File: config.mk
export PLATFORM = sky130hd
export DESIGN_NAME = adder_rr_sched_flat
export DESIGN_NICKNAME = d
export VERILOG_FILES = /design/src/rtl/adder_rr_sched_pkg.sv /design/src/rtl/adder_rr_sched_if.sv /design/src/rtl/adder_rr_sched_rr_arbiter.sv /design/src/rtl/adder_rr_sched.sv /design/src/flat_wrapper.sv
export SDC_FILE = /design/constraint.sdc
export NUM_CORES = 1
export LEC_CHECK = 0
export ABC_AREA = 1
export ABC_CLOCK_PERIOD_IN_PS = 3550
export CAP_MARGIN = 20
export CORE_MARGIN = 1
export CORE_UTILIZATION = 54
export CTS_CLUSTER_SIZE = 24
export DETAILED_ROUTE_END_ITERATION = 16
export HOLD_SLACK_MARGIN = 0.12
export PLACE_DENSITY_LB_ADDON = 0.1
export SLEW_MARGIN = 20
export SYNTH_ARGS = -nofsm -noshare
export SYNTH_HDL_FRONTEND = slang
export SYNTH_SLANG_ARGS = --single-unit
File: constraint.sdc
create_clock -name clk -period 3.55 [get_ports clk]
set_clock_uncertainty 0.05 [all_clocks]
set_input_delay 0.8875 -clock clk [delete_from_list [all_inputs] [get_ports clk]]
set_output_delay 0.8875 -clock clk [all_outputs]
set_load 0.02 [all_outputs]
File: src/rtl/adder_rr_sched_pkg.sv
`default_nettype none
// ============================================================================
// Package : adder_pkg
// Shared types and the gated 4-bit add used by the adder-family blocks.
// Revision: 1.0
// ============================================================================
package adder_pkg;

  typedef enum logic [1:0] {
    IDLE = 2'd0,
    EXEC = 2'd1,
    RESP = 2'd2
  } sched_state_e;

  localparam int OPA_W = 4;
  localparam int RES_W = 5;

  // Only b values 3 and 5 let the sum through; anything else reads as zero.
  function automatic logic gate_pass(input logic [OPA_W-1:0] b);
    return (b == 4'd3) || (b == 4'd5);
  endfunction

  function automatic logic [RES_W-1:0] adder_calc(input logic [OPA_W-1:0] a,
                                                  input logic [OPA_W-1:0] b);
    logic [RES_W-1:0] sum;
    if (a >= 4'd1 && a <= 4'd3) sum = {a, 1'b0} + {1'b0, b};
    else                        sum = {1'b0, a} + {1'b0, b};
    return gate_pass(b) ? sum : '0;
  endfunction

endpackage
`default_nettype wire

File: src/rtl/adder_rr_sched_if.sv
`default_nettype none
// ============================================================================
// Interface : adder_rr_sched_if
// Request and response handshake bundle between requesters and the scheduler.
// Revision: 1.0
// ============================================================================
interface adder_rr_sched_if #(
  parameter int NUM_REQ = 4,
  parameter int ID_W    = $clog2(NUM_REQ)
);
  import adder_pkg::*;

  logic [NUM_REQ-1:0]       req_valid;
  logic [NUM_REQ-1:0]       req_ready;
  logic [NUM_REQ*OPA_W-1:0] req_a;
  logic [NUM_REQ*OPA_W-1:0] req_b;
  logic                     rsp_valid;
  logic                     rsp_ready;
  logic [RES_W-1:0]         rsp_data;
  logic [ID_W-1:0]          rsp_id;

  modport master (
    output req_valid, req_a, req_b, rsp_ready,
    input  req_ready, rsp_valid, rsp_data, rsp_id
  );

  modport slave (
    input  req_valid, req_a, req_b, rsp_ready,
    output req_ready, rsp_valid, rsp_data, rsp_id
  );

endinterface
`default_nettype wire

File: src/rtl/adder_rr_sched_rr_arbiter.sv
`default_nettype none
// ============================================================================
// Module  : rr_arbiter
// Combinational round-robin pick: first set request at or above ptr, with wrap.
// Revision: 1.0
// ============================================================================
module rr_arbiter #(
  parameter int NUM_REQ = 4,
  parameter int ID_W    = $clog2(NUM_REQ)
) (
  input  wire logic [NUM_REQ-1:0] req,
  input  wire logic [ID_W-1:0]    ptr,
  output logic      [NUM_REQ-1:0] gnt,
  output logic      [ID_W-1:0]    gnt_idx
);

  logic [ID_W:0]   w_sum;
  logic [ID_W-1:0] w_idx;
  logic            w_found;

  always_comb begin
    gnt     = '0;
    gnt_idx = '0;
    w_sum   = '0;
    w_idx   = '0;
    w_found = 1'b0;
    for (int off = 0; off < NUM_REQ; off++) begin
      // One extra bit keeps ptr+off exact before the modulo fold.
      w_sum = {1'b0, ptr} + (ID_W+1)'(off);
      if (w_sum >= (ID_W+1)'(NUM_REQ)) w_sum = w_sum - (ID_W+1)'(NUM_REQ);
      w_idx = w_sum[ID_W-1:0];
      if (!w_found && req[w_idx]) begin
        w_found    = 1'b1;
        gnt[w_idx] = 1'b1;
        gnt_idx    = w_idx;
      end
    end
  end

endmodule
`default_nettype wire

File: src/rtl/adder_rr_sched.sv
`default_nettype none
// ============================================================================
// Module  : adder_rr_sched
// Round-robin scheduler sharing one registered gated adder; optional stats
// counters built when ADDER_RR_SCHED_STATS_EN is defined.
// Revision: 1.0
// ============================================================================
module adder_rr_sched
  import adder_pkg::*;
#(
  parameter int NUM_REQ = 4,
  parameter int ID_W    = $clog2(NUM_REQ)
) (
  input  wire logic             clk,
  input  wire logic             rst,
  adder_rr_sched_if.slave       bus,
  output logic                  busy
`ifdef ADDER_RR_SCHED_STATS_EN
  ,
  output logic [NUM_REQ*16-1:0] grant_cnt,
  output logic [15:0]           drop_cnt
`endif
);

  sched_state_e     state_q;
  logic [ID_W-1:0]  rr_ptr_q;
  logic [ID_W-1:0]  rr_ptr_d;
  logic [ID_W-1:0]  gnt_q;
  logic [OPA_W-1:0] a_q;
  logic [OPA_W-1:0] b_q;
  logic             rsp_valid_q;
  logic [RES_W-1:0] rsp_data_q;
  logic [ID_W-1:0]  rsp_id_q;

  logic [NUM_REQ-1:0] w_gnt;
  logic [ID_W-1:0]    w_gnt_idx;
  logic               w_take;
  logic               w_hs;

  rr_arbiter #(
    .NUM_REQ (NUM_REQ),
    .ID_W    (ID_W)
  ) u_arb (
    .req     (bus.req_valid),
    .ptr     (rr_ptr_q),
    .gnt     (w_gnt),
    .gnt_idx (w_gnt_idx)
  );

  // rst in the term keeps req_ready low while reset is held, not just after it.
  assign w_take   = rst && (state_q == IDLE) && (|bus.req_valid);
  assign w_hs     = (state_q == RESP) && bus.rsp_ready;
  assign rr_ptr_d = (gnt_q == ID_W'(NUM_REQ-1)) ? '0 : gnt_q + 1'b1;

  assign bus.req_ready = w_take ? w_gnt : '0;
  assign bus.rsp_valid = rsp_valid_q;
  assign bus.rsp_data  = rsp_data_q;
  assign bus.rsp_id    = rsp_id_q;
  assign busy          = (state_q != IDLE);

  always_ff @(posedge clk or negedge rst) begin
    if (!rst) begin
      state_q     <= IDLE;
      rr_ptr_q    <= '0;
      gnt_q       <= '0;
      a_q         <= '0;
      b_q         <= '0;
      rsp_valid_q <= 1'b0;
      rsp_data_q  <= '0;
      rsp_id_q    <= '0;
    end else begin
      case (state_q)
        IDLE: begin
          if (w_take) begin
            a_q     <= bus.req_a[int'(w_gnt_idx)*OPA_W +: OPA_W];
            b_q     <= bus.req_b[int'(w_gnt_idx)*OPA_W +: OPA_W];
            gnt_q   <= w_gnt_idx;
            state_q <= EXEC;
          end
        end
        EXEC: begin
          rsp_data_q  <= adder_calc(a_q, b_q);
          rsp_id_q    <= gnt_q;
          rsp_valid_q <= 1'b1;
          state_q     <= RESP;
        end
        RESP: begin
          if (bus.rsp_ready) begin
            rsp_valid_q <= 1'b0;
            rr_ptr_q    <= rr_ptr_d;
            state_q     <= IDLE;
          end
        end
        default: state_q <= IDLE;
      endcase
    end
  end

`ifdef ADDER_RR_SCHED_STATS_EN
  logic [15:0] drop_cnt_q;

  for (genvar gi = 0; gi < NUM_REQ; gi++) begin : g_grant_cnt
    logic [15:0] cnt_q;
    always_ff @(posedge clk or negedge rst) begin
      if (!rst) cnt_q <= '0;
      else if (w_take && w_gnt[gi] && cnt_q != 16'hFFFF) cnt_q <= cnt_q + 16'd1;
    end
    assign grant_cnt[gi*16 +: 16] = cnt_q;
  end

  // b_q is still the operand of the response being handed off.
  always_ff @(posedge clk or negedge rst) begin
    if (!rst) drop_cnt_q <= '0;
    else if (w_hs && !gate_pass(b_q) && drop_cnt_q != 16'hFFFF)
      drop_cnt_q <= drop_cnt_q + 16'd1;
  end
  assign drop_cnt = drop_cnt_q;
`endif

endmodule
`default_nettype wire
File: src/flat_wrapper.sv
// flat-port wrapper written by rule: the top's interface ports become plain ports
module adder_rr_sched_flat import adder_pkg::*;
#(
  parameter int NUM_REQ = 4,
  parameter int ID_W    = $clog2(NUM_REQ)
)
  (clk, rst, busy, bus_req_valid, bus_req_a, bus_req_b, bus_rsp_ready, bus_req_ready, bus_rsp_valid, bus_rsp_data, bus_rsp_id);
  adder_rr_sched_if #(.NUM_REQ(NUM_REQ), .ID_W(ID_W)) bus_i ();
  input  wire logic clk;
  input  wire logic rst;
  output logic busy;
  input wire logic [$bits(bus_i.req_valid)-1:0] bus_req_valid;
  input wire logic [$bits(bus_i.req_a)-1:0] bus_req_a;
  input wire logic [$bits(bus_i.req_b)-1:0] bus_req_b;
  input wire logic [$bits(bus_i.rsp_ready)-1:0] bus_rsp_ready;
  output wire logic [$bits(bus_i.req_ready)-1:0] bus_req_ready;
  output wire logic [$bits(bus_i.rsp_valid)-1:0] bus_rsp_valid;
  output wire logic [$bits(bus_i.rsp_data)-1:0] bus_rsp_data;
  output wire logic [$bits(bus_i.rsp_id)-1:0] bus_rsp_id;
  assign bus_i.req_valid = bus_req_valid;
  assign bus_i.req_a = bus_req_a;
  assign bus_i.req_b = bus_req_b;
  assign bus_i.rsp_ready = bus_rsp_ready;
  assign bus_req_ready = bus_i.req_ready;
  assign bus_rsp_valid = bus_i.rsp_valid;
  assign bus_rsp_data = bus_i.rsp_data;
  assign bus_rsp_id = bus_i.rsp_id;
  adder_rr_sched #(.NUM_REQ(NUM_REQ), .ID_W(ID_W)) u_core (.clk(clk), .rst(rst), .bus(bus_i), .busy(busy));
endmodule
[Yosys cells after proc, flatten, opt, wreduce, memory -nomap -nowiden]
Cells that the tools add are included.
Word-level totals
  bits in registers: 22
  input bits: 39
  output and inout port bits: 13
  logic and storage cells: 106
Cells by class
  add/subtract/negate cells: 10
  magnitude comparators: 14
  eq/ne operators: 7
  shifts and indexed selects: 2
  muxes and demuxes: 40
  bitwise logic cells: 3
  reduce and logical (&&, ||, !) cells: 22
Operator list (count)
  variable part select 16 x 5 -> 4 bit: 2
  2-to-1 mux 2 bit: 11
  2-to-1 mux 4 bit: 5
  < comparator 2 x 3 -> 1 bit (second input constant): 4
  2-to-1 mux 1 bit: 12
  bitwise OR 4 bit: 3
  logical AND 1 bit: 10
  2-to-1 mux 5 bit: 2
  greater-or-equal comparator 3 bit (second input constant): 3
  binary-select mux 1 bit (select 2 bit): 4
  demux 1 bit (select 2 bit): 4
  greater-or-equal comparator 2 x 1 -> 1 bit (second input constant): 4
  AND reduction 2 bit: 4
  subtractor 2 x 1 -> 2 bit (second input constant): 4
  adder 2 x 2 -> 3 bit (second input constant): 2
  one-hot mux 2 bit (3 select lines): 1
  adder 4 x 4 -> 5 bit: 1
  adder 5 x 4 -> 5 bit: 1
  equality test 2 bit (second input constant): 2
  equality test 4 x 2 -> 1 bit (second input constant): 1
  equality test 4 x 3 -> 1 bit (second input constant): 1
  greater-or-equal comparator 4 x 1 -> 1 bit (second input constant): 1
  <= comparator 4 x 2 -> 1 bit (second input constant): 1
  nonzero test 2 bit: 2
  11 further kinds: 13

[Longest topological paths before layout]
Gate-level depths: netlist (run 1).
  word-level depth: 15
  mapped depth: 17
  mapped depth without buffers: 15

[Cells and area by module]
Synthesis (run 1) repeated with hierarchy kept, for this count alone.
Unflattened totals
  cell total of the unflattened synthesis: 283
  area, all modules: 1954.4 um^2
Modules (own cells, without submodules)
  adder_rr_sched: times used 1, cells each 210, area an instance 1515.2 um^2, sequential area each 550.5 um^2
  rr_arbiter: times used 1, cells each 73, area an instance 439.2 um^2, sequential area each 0.0 um^2

[Worst setup path before layout (run 1)]
Ideal clock, no wire load.
  path kind: register to output
  from: reg u_core.rr_ptr_q[0]
  to: out bus_req_ready[2]
  arrival time: 1.898 ns
  required time: 2.612 ns
  path slack: 0.714 ns
  stages on the path, launching flop included: 15
  buffers on the path: 1
  path through: dfrtp_1 > buf_6 > inv_6 > ha_1 > inv_1 > nand3_2 > nand2_4 > inv_2 > nor2_8 > nand2_4 > inv_1 > nand3_1 > nand4_1 > nand2_1 > inv_1
On the way
  word-level cells in the longest chain between the ends: 15
  elaborated cells between the ends (all ways): 60
  those cells by class: add/sub: 7; order compare: 12; mux: 28; bitwise: 3; reduce/logical: 10
RTL lines
  from (decl): line adder_rr_sched.sv:26  | logic [ID_W-1:0] rr_ptr_q;
  from (signal assigned): line adder_rr_sched.sv:90  | rr_ptr_q <= rr_ptr_d;
  branches (longest 13 deep; another with adder 2 x 1 -> 3 bit)
  2-to-1 mux 4 bit *: line adder_rr_sched_rr_arbiter.sv:32  | if (!w_found && req[w_idx]) begin
  2-to-1 mux 4 bit *: line adder_rr_sched.sv:55  | assign bus.req_ready = w_take ? w_gnt : '0;
  to (decl): line flat_wrapper.sv:16  | output wire logic [$bits(bus_i.req_ready)-1:0] bus_req_ready;
Mark *: on every way between the ends. The select of a mux whose other input is x is not followed.

[Final worst setup path (run 1)]
  from: in bus_req_valid[0]
  to: out bus_req_ready[2]
On the way
  word-level cells in the longest chain between the ends: 13
  elaborated cells between the ends (all ways): 27
  those cells by class: mux: 16; bitwise: 3; reduce/logical: 8
RTL lines
  from (decl): line flat_wrapper.sv:12  | input wire logic [$bits(bus_i.req_valid)-1:0] bus_req_valid;
  binary-select mux 1 bit (select 2 bit): line adder_rr_sched_rr_arbiter.sv:32
  2-to-1 mux 1 bit (not written as such): line adder_rr_sched_rr_arbiter.sv:32
  2-to-1 mux 1 bit: line adder_rr_sched_rr_arbiter.sv:32
  logical NOT 1 bit: line adder_rr_sched_rr_arbiter.sv:32
  logical AND 1 bit: line adder_rr_sched_rr_arbiter.sv:32
  2-to-1 mux 1 bit: line adder_rr_sched_rr_arbiter.sv:32
  logical NOT 1 bit: line adder_rr_sched_rr_arbiter.sv:32
  logical AND 1 bit: line adder_rr_sched_rr_arbiter.sv:32
  2-to-1 mux 1 bit: line adder_rr_sched_rr_arbiter.sv:32
  logical NOT 1 bit: line adder_rr_sched_rr_arbiter.sv:32
  logical AND 1 bit: line adder_rr_sched_rr_arbiter.sv:32
  2-to-1 mux 4 bit: line adder_rr_sched_rr_arbiter.sv:32
  2-to-1 mux 4 bit *: line adder_rr_sched.sv:55
Every way passes the cells marked *; elsewhere a longest branch is shown, timed or not. The select of a mux whose other input is x is not followed.

==> results of run 1 <==
==> worst max-delay path by stage <==
| stage | cells past startpoint | from | slack [ns] | to |
|---|---|---|---|---|
| floorplan | 14 | u_core.rr_ptr_q[0] | 0.71 | bus_req_ready[2] |
| global placement | 13 | bus_req_valid[0] | -0.21 | bus_req_ready[2] |
| detailed placement | 13 | bus_req_valid[0] | -0.28 | bus_req_ready[0] |
| CTS | 13 | bus_req_valid[0] | 0.01 | bus_req_ready[0] |
| global route | 13 | bus_req_valid[2] | 0.002 | bus_req_ready[0] |
| finish | 13 | bus_req_valid[0] | 0.15 | bus_req_ready[2] |
==> final cells by class <==
| class | count | area [sq um] |
|---|---|---|
| multi-input combinational | 218 | 1250 |
| fill | 306 | 877 |
| timing repair buffer | 68 | 621 |
| sequential | 22 | 551 |
| inverter | 61 | 234 |
| tap | 48 | 60.1 |
| clock buffer | 3 | 41.3 |
| clock inverter | 1 | 30.0 |
==> through the flow <==
stage | hold slack, ns | power, W | area, sq um
2_1_floorplan | 0.411 | 0.00189 | 2070
3_3_place_gp | 0.417 | 0.00241 | 2730
3_5_place_dp | 0.423 | 0.00247 | 2730
4_1_cts | 0.443 | 0.00271 | 2800
5_1_grt | 0.464 | 0.00298 | 2780
6_report | 0.435 | 0.00271 | 2780
==> metal layers <==
metal / vias to the layer above / global-route usage, % / wire length, um
met4: 0 / 5.11 / 24
met2: 50 / 48.9 / 2520
met5: - / 0 / 0
met3: 2 / 3.93 / 167
met1: 972 / 32.2 / 2210
li1: 1108 / - / -
==> cell families after synthesis <==
| logic type | Yosys count |
|---|---|
| xor+xnor | 1 |
| compound gates | 25 |
| fa+ha+maj | 17 |
| buf+inv | 66 |
| flops | 22 |
| simple gates | 175 |
==> critical path: stages <==
cell and delay [ns]:
clkdlybuf4s50_1 0.48, nand2_1 0.14, nand3_2 0.10, nand2_4 0.10, inv_2 0.07, nor2_8 0.11
nand2_4 0.05, inv_1 0.11, nand3_1 0.08, nand4_1 0.08, nand2_1 0.05, inv_1 0.06
clkbuf_2 0.16
==> power breakdown <==
group / internal, W / switching [W]
sequential: 0.000367 / 0.000120
clock: 0.000151 / 0.0000871
combinational: 0.000770 / 0.00121
total: 0.00129 / 0.00142
==> flip-flops by register name, indices dropped and copies added, names as in the netlist <==
register / count
u_core.b_q: 4
u_core.rr_ptr_q: 2
u_core.bus.rsp_id: 2
u_core.a_q: 4
u_core.state_q: 2
u_core.bus.rsp_data: 5
u_core.bus.rsp_valid: 1
u_core.gnt_q: 2
==> layout by cell type (no fill, tap or decap), types with 2 or more instances in the layout <==
| cell | count |
|---|---|
| nor3_1 | 3 |
| o31ai_1 | 2 |
| clkbuf_2 | 4 |
| buf_4 | 17 |
| nor2_1 | 8 |
| nand3_2 | 3 |
| inv_2 | 3 |
| ha_1 | 15 |
| a21oi_1 | 3 |
| inv_1 | 56 |
| nand2_4 | 7 |
| fa_1 | 2 |
| nand3_1 | 50 |
| nand2_1 | 91 |
| nand2_2 | 4 |
| clkbuf_8 | 3 |
| o21ai_0 | 12 |
| clkdlybuf4s50_1 | 46 |
| nand4_1 | 4 |
| a22oi_1 | 3 |
| dfrtp_1 | 22 |
==> repair_timing <==
| action | 4_1_cts | 5_1_grt |
|---|---|---|
| endpoints found under the setup margin | 4 | 4 |
| buffers inserted | 0 | 0 |
| gates resized for setup | 8 | 5 |
==> results.yml, run 1 <==
run_status:
  outcome: "completed"
setup_path:
  r2r_setup_slack_ns: 0.96
  crit_fanout: 4
  crit_type: "primary input to primary output"
  cp.required_ns: 2.61
  reg2reg_from: "u_core.rr_ptr_q[1]"
  rr_endpoint: "u_core.a_q[1]"
  crit_path_end_kind: "primary output"
  reg2reg_depth: 15
  worstSetupStartpointType: "primary input"
  arrival_ns: 2.47
yosys:
  synth-adder-area-share_pct: 11.0
  yosysTopAreaCell: "dfrtp_1"
  synth-seq-cells: 22
  synth.top_cell.area_share_pct: 26.6
  ys_types: 33
  yosys.area_share.simple_pct: 41.6
  ys_warn_count: 0
  syn_inst: 306
  synthMuxAreaShare_pct: 0
  synth_area_leaders: "dfrtp_1 27%, nand2_1 16%, nand3_1 12%, inv_1 10%, ha_1 9.1%"
  ys.flop_type: "dfrtp_1"
  syn_area_sq_mm: 0.00207
  synth_edf_count: 0
  synth_most_common_cell: "nand2_1"
  synth_fp_nets: 362
  ys_top_cells_by_count: "91 x nand2_1, 56 x inv_1, 50 x nand3_1"
  synth_top_family_by_area: "simple AND/OR/NAND/NOR gates"
  synth_xor_xnor_area_share_pct: 0.422
  syn_avg_cell_area_sq_um: 6.78
  async_flop_share_pct: 100
  synth_compound_area_share_pct: 7.18
  ys_seq_area_share_pct: 26.6
floorplan:
  num_rows: 22
  core_area_sq_mm: 0.00366
  die_w_um: 64.0
  start_util_pct: 56.6
  die_h_um: 64.0
  die_area_sq_mm: 0.00409
  io_pins: 52
cts:
  clk_latency_ns: 0.27
  cts-root-buf: "clkbuf_8"
  cts_buffer_depth: 2
  cts_hold_buf: 0
  clk_pin_slew_worst_paths_ns: 0.08
  htreeDepth: 1
  cts_tree: "done"
  cts_buffers: 3
  cts.sinks: 22
detailed_routing:
  drtIter0Drc: 132
  drc: 0
  wire_per_inst_um: 11.7
  num_vias: 2132
  viasPerCell: 5.06
  drtPass1Iterations: 4
  wirelength_um: 4920
  antenna_left: 0
timing:
  hold_viol: 0
  post-route-period-util_pct: 95.9
  worst_slack_ns: 0.146
  max_freq_mhz: 294
  drv_slew: 0
  rsz0062_at_grt: "no"
  worstMarginPinSlew_ns: 0.450
  tns_ns: 0
  relSlewSlack_pct: 69.8
  post-route-min-period_ns: 3.40
  setup_viol: 0
cells_and_area:
  layout.nets: 430
  diodes: 0
  instances_no_fill: 421
  final_util_pct: 76.0
  area_delta_synth_final_pct: 34.3
  drive_above_1_share_pct: 12.3
worst_hold_path:
  hp-class: "flop to flop"
  min_from: "u_core.bus.rsp_data[1]"
  min_to: "u_core.bus.rsp_data[1]"
  hold_depth: 2
place:
  numPlacedInstances: 417
  io_buffers: 51
  place_ws_ns: -0.282
  gp_congestion: 0.892
  dp_hpwl_um: 3840
grt:
  antenna_found_initial: 0
  track_usage_pct: 26.5
  grt_pass1_vias: 2059
  grt_max_degree: 23
  grt_pass1_wl_um: 8600
  grt-ovfl-total: 0
job:
  maxCapViolCount: 0
power:
  p_per_area_mw_per_mm2: 973
  vdd_drop_max_mv: 0.561
  leakagePower_nw: 1.58
(Power assumes the default switching activity.)
==> run 2, diff against run 1 <==
--- a/config.mk
+++ b/config.mk
@@ -9,7 +9,7 @@
 export ABC_CLOCK_PERIOD_IN_PS = 3550
 export CAP_MARGIN = 20
 export CORE_MARGIN = 1
-export CORE_UTILIZATION = 54
+export CORE_UTILIZATION = 45
 export CTS_CLUSTER_SIZE = 24
 export DETAILED_ROUTE_END_ITERATION = 16
 export HOLD_SLACK_MARGIN = 0.12
==> constraint.sdc (replaced) <==
create_clock -name clk -period 3.55 [get_ports clk]
set_clock_uncertainty 0.05 [all_clocks]
set_input_delay 0.8875 -clock clk [delete_from_list [all_inputs] [get_ports clk]]
set_output_delay 0.8875 -clock clk [all_outputs]
set_load 0.01 [all_outputs]
==> results.yml, run 2 (synthesized netlist as in run 1, its figures left out) <==
run_status:
  outcome: "completed"
cells_and_area:
  final_common_cell: "nand2_1"
  largest_reg_flops: 5
  final_util_pct: 64.8
  instances_no_fill: 428
  finalInstanceArea_sq_mm: 0.00284
  diodes: 0
  layout.nets: 433
  most-common-layout-cells: "88 x nand2_1, 56 x inv_1, 50 x nand3_1, 43 x clkdlybuf4s50_1, 22 x dfrtp_1"
  drive_above_1_share_pct: 13.0
  area_delta_synth_final_pct: 36.9
timing:
  setup_viol: 0
  relSlewSlack_pct: 69.8
  drv_slew: 0
  worst_slack_ns: 0.301
  hold_viol: 0
  post-route-min-period_ns: 3.25
  rsz0062_at_grt: "no"
  max_freq_mhz: 308
  worstMarginPinSlew_ns: 0.449
  post-route-period-util_pct: 91.5
setup_path:
  max_stage_delay_ns: 0.27
  rr_endpoint: "u_core.b_q[3]"
  worstSetupStartpointType: "primary input"
  reg2reg_depth: 15
  cp_common_cell: "inv_1"
  critPathCapture: "bus_req_ready[0]"
  r2r_setup_slack_ns: 1.09
  crit_type: "primary input to primary output"
  crit_fanout: 4
  crit_path_top_delay_cell: "dlygate4sd2_1"
  reg2reg_from: "u_core.rr_ptr_q[0]"
  crit_path_end_kind: "primary output"
  arrival_ns: 2.31
  startpoint: "bus_req_valid[3]"
  crit_chain: "dlygate4sd2_1 -> inv_1 -> nand2_1 -> nand3_2 -> nand2_4 -> nor2_8 -> nand2_4 -> inv_1 -> nand3_1 -> nand3_1 -> nand2_1 -> inv_1 -> dlygate4sd2_1"
  cp.required_ns: 2.61
worst_hold_path:
  hp-class: "flop to flop"
place:
  dpl_cell_area_sq_mm: 0.00275
  place_ws_ns: -0.213
  gp_congestion: 0.860
  io_buffers: 51
  dp_hpwl_um: 3630
  numPlacedInstances: 423
floorplan:
  num_rows: 24
  die_w_um: 69.9
  core_area_sq_mm: 0.00438
  die_h_um: 69.9
  io_pins: 52
  die_area_sq_mm: 0.00488
  start_util_pct: 47.3
grt:
  grt_max_degree: 23
  track_usage_pct: 19.9
  grt_pass1_wl_um: 8160
  grt-ovfl-total: 0
  antenna_found_initial: 0
  grt_pass1_vias: 1897
job:
  maxCapViolCount: 0
detailed_routing:
  drtIter0Drc: 91
  drc: 0
  antenna_left: 0
  num_vias: 2084
  wire_per_inst_um: 10.8
  viasPerCell: 4.87
  wirelength_um: 4640
  drtPass1Iterations: 4
cts:
  cts.sinks: 22
  cts_hold_buf: 0
  cts_buffer_depth: 2
  cts_buffers: 3
  cts-root-buf: "clkbuf_8"
  htreeDepth: 1
  cts_tree: "done"
  clk_pin_slew_worst_paths_ns: 0.08
  clk_latency_ns: 0.26
power:
  leakagePower_nw: 1.63
  finalPower_w: 0.00266
  vdd_drop_max_mv: 0.376
  p_per_area_mw_per_mm2: 938
[run 2: cell count changes in the layout (fill, tap and decap cells not counted), moves of 3 or more]
cell / delta
nand2_1: -3
dlygate4sd2_1: +6
buf_4: +3
clkdlybuf4s50_1: -3
clkbuf_2: -4
nand2_2: +3
[run 2: cell type report]
class	instances	area, sq um
Inverter	61	234
Tap cell	52	65.1
Fill cell	409	1550
Multi-Input combinational cell	218	1260
Sequential cell	22	551
Clock inverter	1	30.0
Clock buffer	3	41.3
Timing Repair Buffer	71	658
[run 2: repair_timing]
| item | 4_1_cts | 5_1_grt |
|---|---|---|
| cloned | 0 | 0 |
| setup buffers | 1 | 0 |
| gates resized for setup | 8 | 4 |
| endpoints found under the setup margin | 4 | 4 |
| pin swaps | 1 | 0 |
[run 2: worst min path at each step]
stage | start | to | slack (ns) | cells after the start
2_1_floorplan | u_core.gnt_q[0] | u_core.rr_ptr_q[0] | 0.41 | 1
3_3_place_gp | u_core.bus.rsp_id[0] | u_core.bus.rsp_id[0] | 0.42 | 2
3_5_place_dp | u_core.bus.rsp_id[0] | u_core.bus.rsp_id[0] | 0.42 | 2
4_1_cts | u_core.bus.rsp_id[0] | u_core.bus.rsp_id[0] | 0.44 | 2
5_1_grt | u_core.gnt_q[0] | u_core.rr_ptr_q[0] | 0.47 | 1
6_report | u_core.bus.rsp_id[0] | u_core.bus.rsp_id[0] | 0.44 | 2
[run 2: per-stage QoR]
stage | setup TNS [ns] | hold WS [ns]
final | 0 | 0.437
after floorplan | 0 | 0.411
after global placement | -0.754 | 0.417
after detailed placement | -0.837 | 0.422
after global routing | 0 | 0.471
after CTS | 0 | 0.442
[run 2: routing by layer]
| metal | vias to the layer above | wire length (um) | track usage, % |
|---|---|---|---|
| li1 | 1114 | - | - |
| met1 | 901 | 2340 | 28.2 |
| met2 | 64 | 2000 | 31.8 |
| met3 | 5 | 243 | 2.60 |
| met4 | 0 | 53 | 5.33 |
| met5 | - | 0 | 0 |
[run 2: critical path: cells and delay by family]
kind                   cells  cell delay (ns)
buffers and inverters      5             0.77
and+or+nand+nor            8             0.62
[run 2: report_power, final]
| group | internal (W) | total, W | switching (W) | leakage [nW] |
|---|---|---|---|---|
| Combinational | 0.000799 | 0.00195 | 0.00116 | 1.31 |
| Sequential | 0.000367 | 0.000474 | 0.000107 | 0.279 |
| Clock | 0.000151 | 0.000233 | 0.0000821 | 0.0357 |
| Total | 0.00132 | 0.00266 | 0.00134 | 1.63 |
